[src/rtl/alu_operand_seq.sv]
// Operand-capture stage for the 4-bit switch ALU: button synchronizer, debouncer,
// press detector and A/B/func capture FSM. Optional macro: DEBOUNCE_EN.
module alu_operand_seq #(
    parameter int DEB_CYCLES = 16,
    parameter int W          = 4
) (
    input  logic           clk,
    input  logic           rst,
    input  logic           btn,
    input  logic [15:0]    sw,
    input  logic [W+3:0]   res_in,
    output logic [W-1:0]   a,
    output logic [W-1:0]   b,
    output logic [2:0]     func,
    output logic           op_valid,
    output logic [W+3:0]   res_q,
    output logic [1:0]     state_o
);

    typedef enum logic [1:0] {
        IDLE  = 2'd0,
        GOT_A = 2'd1,
        GOT_B = 2'd2,
        HOLD  = 2'd3
    } state_t;

    state_t         state_q, state_d;
    logic           sync1_q, sync_b_q;
    logic           stable_q, stable_d;
    logic           stable_dly_q;
    logic           press_q;
    logic [W-1:0]   a_q, a_d;
    logic [W-1:0]   b_q, b_d;
    logic [2:0]     func_q, func_d;
    logic           op_valid_q, op_valid_d;
    logic [W+3:0]   res_lat_q;

    logic unused_sw;
    assign unused_sw = ^{sw[15:11], sw[7:W]};

`ifdef DEBOUNCE_EN
    localparam int CW = $clog2(DEB_CYCLES);

    logic [CW-1:0] cnt_q, cnt_d;

    always_comb begin
        stable_d = stable_q;
        cnt_d    = cnt_q;
        if (sync_b_q == stable_q) begin
            cnt_d = '0;
        end else if (cnt_q == CW'(DEB_CYCLES - 1)) begin
            stable_d = sync_b_q;
            cnt_d    = '0;
        end else begin
            cnt_d = cnt_q + 1'b1;
        end
    end

    always_ff @(posedge clk or negedge rst) begin
        if (!rst) begin
            cnt_q <= '0;
        end else begin
            cnt_q <= cnt_d;
        end
    end
`else
    localparam int unused_deb_cycles = DEB_CYCLES;

    always_comb begin
        stable_d = sync_b_q;
    end
`endif

    // Two-flop synchronizer, debounced level, and rising-edge press pulse.
    always_ff @(posedge clk or negedge rst) begin
        if (!rst) begin
            sync1_q      <= 1'b0;
            sync_b_q     <= 1'b0;
            stable_q     <= 1'b0;
            stable_dly_q <= 1'b0;
            press_q      <= 1'b0;
        end else begin
            sync1_q      <= btn;
            sync_b_q     <= sync1_q;
            stable_q     <= stable_d;
            stable_dly_q <= stable_q;
            press_q      <= stable_q & ~stable_dly_q;
        end
    end

    always_ff @(posedge clk or negedge rst) begin
        if (!rst) begin
            state_q <= IDLE;
        end else begin
            state_q <= state_d;
        end
    end

    always_comb begin
        state_d = state_q;
        if (press_q) begin
            case (state_q)
                IDLE:    state_d = GOT_A;
                GOT_A:   state_d = GOT_B;
                GOT_B:   state_d = HOLD;
                HOLD:    state_d = IDLE;
                default: state_d = IDLE;
            endcase
        end
    end

    always_comb begin
        a_d        = a_q;
        b_d        = b_q;
        func_d     = func_q;
        op_valid_d = 1'b0;
        if (press_q) begin
            case (state_q)
                IDLE:  a_d = sw[W-1:0];
                GOT_A: b_d = sw[W-1:0];
                GOT_B: begin
                    func_d     = sw[10:8];
                    op_valid_d = 1'b1;
                end
                HOLD: begin
                    a_d    = '0;
                    b_d    = '0;
                    func_d = '0;
                end
                default: ;
            endcase
        end
    end

    // res_in is sampled one edge after a/b/func settle, so the ALU has a full cycle.
    always_ff @(posedge clk or negedge rst) begin
        if (!rst) begin
            a_q        <= '0;
            b_q        <= '0;
            func_q     <= '0;
            op_valid_q <= 1'b0;
            res_lat_q  <= '0;
        end else begin
            a_q        <= a_d;
            b_q        <= b_d;
            func_q     <= func_d;
            op_valid_q <= op_valid_d;
            if (op_valid_q) begin
                res_lat_q <= res_in;
            end
        end
    end

    assign a        = a_q;
    assign b        = b_q;
    assign func     = func_q;
    assign op_valid = op_valid_q;
    assign res_q    = res_lat_q;
    assign state_o  = state_q;

endmodule
[config.mk]
export PLATFORM = sky130hd
export DESIGN_NAME = alu_operand_seq
export DESIGN_NICKNAME = d
export VERILOG_FILES = /design/src/rtl/alu_operand_seq.sv
export SDC_FILE = /design/constraint.sdc
export NUM_CORES = 1
export LEC_CHECK = 0
export CAP_MARGIN = 10
export CORE_ASPECT_RATIO = 1.1
export CORE_MARGIN = 5
export CORE_UTILIZATION = 59
export CTS_CLUSTER_DIAMETER = 60
export CTS_CLUSTER_SIZE = 20
export DETAILED_ROUTE_END_ITERATION = 7
export DONT_BUFFER_PORTS = 1
export HOLD_SLACK_MARGIN = 0.06
export MAX_ROUTING_LAYER = met4
export PLACE_DENSITY_LB_ADDON = 0.15
export SYNTH_ARGS = -nofsm -noshare
export SYNTH_HDL_FRONTEND = slang
export SYNTH_SLANG_ARGS = --single-unit
[constraint.sdc]
create_clock -name clk -period 1.95 [get_ports clk]
set_input_delay 0 -clock clk [delete_from_list [all_inputs] [get_ports clk]]
set_output_delay 0 -clock clk [all_outputs]
set_load 0.03 [all_outputs]
==> run_results.csv <==
group,metric,value,unit
critical_path,worstSetupPathType,"flip-flop to flip-flop",
cts,cts_tree,"yes",
yosys,synth_seq_cells,27,
drt,routed_wl,1790,µm
power_and_ir_drop,leakagePower,0.593,nW
yosys,yosysUniqueCellTypes,13,
yosys,synth-warning-count,0,
yosys,synthXorXnorAreaFrac,0,%
drt,wire_per_inst,16.2,µm
run,max_cap_violations,0,
finish,fin_cells,111,
floorplan,fp.dieW,50.7,µm
place,io_buffers,0,
drt,drcViolationCount,0,
critical_path,path_delay_family,"flip-flops",
global_routing,grt_pass1_vias,678,
critical_path,crit_arrival,1760,ps
drt,route.vias.total,597,
place,dp_hpwl,1200,µm
finish,diodes,0,
yosys,synth.net_count,102,
critical_path,crit_chain,"inv_1, ha_1, and2b_4, mux2_2",
finish,drive_above_1_share,29.0,%
global_routing,grtUsageTotal,15.1,%
yosys,synth_cells,70,
critical_path,crit_path_end_kind,"flip-flop",
sta,max_slew_margin,61.9,%
yosys,synthSimpleGateAreaFrac,6.64,%
floorplan,fp.coreArea,1760,µm²
yosys,syn_area_per_cell,15.4,µm²
drt,postRouteAntennaNets,0,
yosys,synth_fa_ha_area_share,5.82,%
critical_path,critPathSlowestCell,"dfrtp_1",
global_routing,gr-total-overflow,0,
critical_path,worstPathMaxFanout,4,
cts,cts_resized,0,
cts,cts_root_buf,"clkbuf_4",
cts,clk_pin_slew,140,ps
drt,viasPerCell,5.38,
cts,htree_num_levels,1,
finish,fillCellCount,110,
cts,cts_buffers,3,
finish,areaGrowthSynthToFinish,23.5,%
sta,finClkSkew,5.12,ps
sta,tns,0,ps
floorplan,dieArea,2780,µm²
yosys,synth_top_family_by_area,"multiplexers",
yosys,synth_compound_area_share,3.61,%
cts,clock_latency,310,ps
sta,final-hold-violation-count,0,
sta,max_freq,0.648,GHz
finish,fin_util,75.4,%
floorplan,rows,16,
sta,grt_setup_unrepaired,"no",
sta,finalCritPeriodShare,79.1,%
global_routing,antenna_found_initial,0,
finish,nNetsFinal,126,
critical_path,critPathBufInv,1,
global_routing,grt_max_degree,28,
cts,clock-sinks,27,
power_and_ir_drop,p_total,2.08,mW
place,place_congestion,0.698,
place,dp.cells,89,
sta,final-setup-viol-count,0,
cts,clk_path_buf_depth,2,
power_and_ir_drop,ir_worst_vdd,1070,µV
critical_path,slowest_delay,430,ps
critical_path,required,2170,ps
yosys,syn_area,1070,µm²
finish,regArea,676,µm²
floorplan,io_pins,49,
sta,slew_viol_final,0,
min_path,min_path_type,"primary input to asynchronous set/reset pin",
drt,drtIter0Drc,4,
floorplan,die_h,54.8,µm
place,dpl_cell_area,1110,µm²
finish,multiInputGateArea,387,µm²
sta,worst_slew_pin_slew,572,ps
floorplan,start_util,61.0,%
global_routing,grt_first_pass_wirelength,3060,µm
finish,final_area,1330,µm²
cts,post-cts-setup-buffers,0,
critical_path,cp-start-kind,"flip-flop",
yosys,ys_seq_area_share,62.9,%
yosys,synthMuxAreaShare,19.9,%
outcome,status,"completed",
sta,min_period,1540,ps
power_and_ir_drop,p_per_area,1570,nW/µm²
drt,first_pass_iters,2,
per-layer routing:
metal	global-route usage [%]	part of all wire [%]
met1	18.1	41
met2	25.8	52
met3	4.09	6.9
met4	2.55	0.73
met5	-	0
path summary, 6_finish.rpt:
kind / startpoint / to / slack (ps) / cells after the start
worst max-delay path: state_o[0] / a[0] / 410 / 4
worst min-delay path: rst / func[2] / 100 / 2
worst max register to register: state_o[0] / a[0] / 410 / 4
worst min register to register: sync1_q / stable_d / 370 / 0
max in group asynchronous: rst / res_q[2] / 1700 / 2
min in group clk: btn / sync1_q / 250 / 1
worst register-to-register path, cell delays in order (launching register included):
cell and delay (ps):
dfrtp_1 430, inv_1 100, ha_1 310, and2b_4 290, mux2_2 330
flip-flops by register name, indices dropped and copies added, names as in the netlist:
name          flops
a                 4
sync1_q           1
res_q             8
state_o           2
press_q           1
func              3
stable_dly_q      1
stable_d          1
b                 4
op_valid          1
stable_q          1
final cells by class:
type,instances,area share (%)
multi-input combinational,40,29.1
inverter,2,0.566
tap,18,1.70
timing repair buffer,20,15.5
clock inverter,1,0.566
sequential,27,50.9
clock buffer,3,1.70
cell families (layout without fill, tap and decap cells):
logic type,Yosys count,in the layout
DFF,27,27
muxes,19,19
and+or+nand+nor,11,11
adders and majority gates,5,5
AOI/OAI and AO/OA,5,5
buffers and inverters,3,26
synthesized netlist by cell type:
| cell type | count | area [µm²] |
|---|---|---|
| and2b_4 | 1 | 10.0 |
| and2_2 | 1 | 7.51 |
| mux2_2 | 16 | 180 |
| buf_2 | 1 | 5.00 |
| o21a_4 | 1 | 15.0 |
| nor2b_1 | 8 | 50.1 |
| o21ai_2 | 1 | 8.76 |
| ha_1 | 5 | 62.6 |
| inv_1 | 2 | 7.51 |
| mux2_1 | 3 | 33.8 |
| o21ai_0 | 3 | 15.0 |
| nand2_1 | 1 | 3.75 |
| dfrtp_1 | 27 | 676 |
repair_timing:
item / CTS / global route
hold endpoints to repair: 47 / 0
endpoints found under the setup margin: 0 / 0
hold buffers: 18 / 0
metrics by stage:
| step | worst slack (ps) | hold WS [ps] |
|---|---|---|
| 3_3_place_gp | 443 | -295 |
| 4_1_cts | 403 | 89.7 |
| 6_report | 407 | 97.3 |
| 2_1_floorplan | 269 | -296 |
| 5_1_grt | 336 | 88.2 |
| 3_5_place_dp | 420 | -295 |
where the power goes:
| group | leakage [nW] | total (mW) | switching, mW | internal, mW |
|---|---|---|---|---|
| combinational | 0.252 | 0.503 | 0.219 | 0.284 |
| sequential | 0.327 | 1.34 | 0.563 | 0.778 |
| clock | 0.0139 | 0.237 | 0.159 | 0.0781 |
cells in the final DEF, fill, tap and decap left out:
cell type | synthesis | final
dfrtp_1 | 27 | 27
and2b_4 | 1 | 1
buf_12 | 0 | 1
mux2_2 | 16 | 16
buf_4 | 0 | 2
ha_1 | 5 | 5
and2_2 | 1 | 1
clkbuf_4 | 0 | 3
o21ai_2 | 1 | 1
inv_1 | 2 | 2
clkinvlp_4 | 0 | 1
nor2b_1 | 8 | 8
dlygate4sd3_1 | 0 | 17
nand2_1 | 1 | 1
o21a_4 | 1 | 1
mux2_1 | 3 | 3
o21ai_0 | 3 | 3
Note: power is estimated with default switching activity, not from simulation.
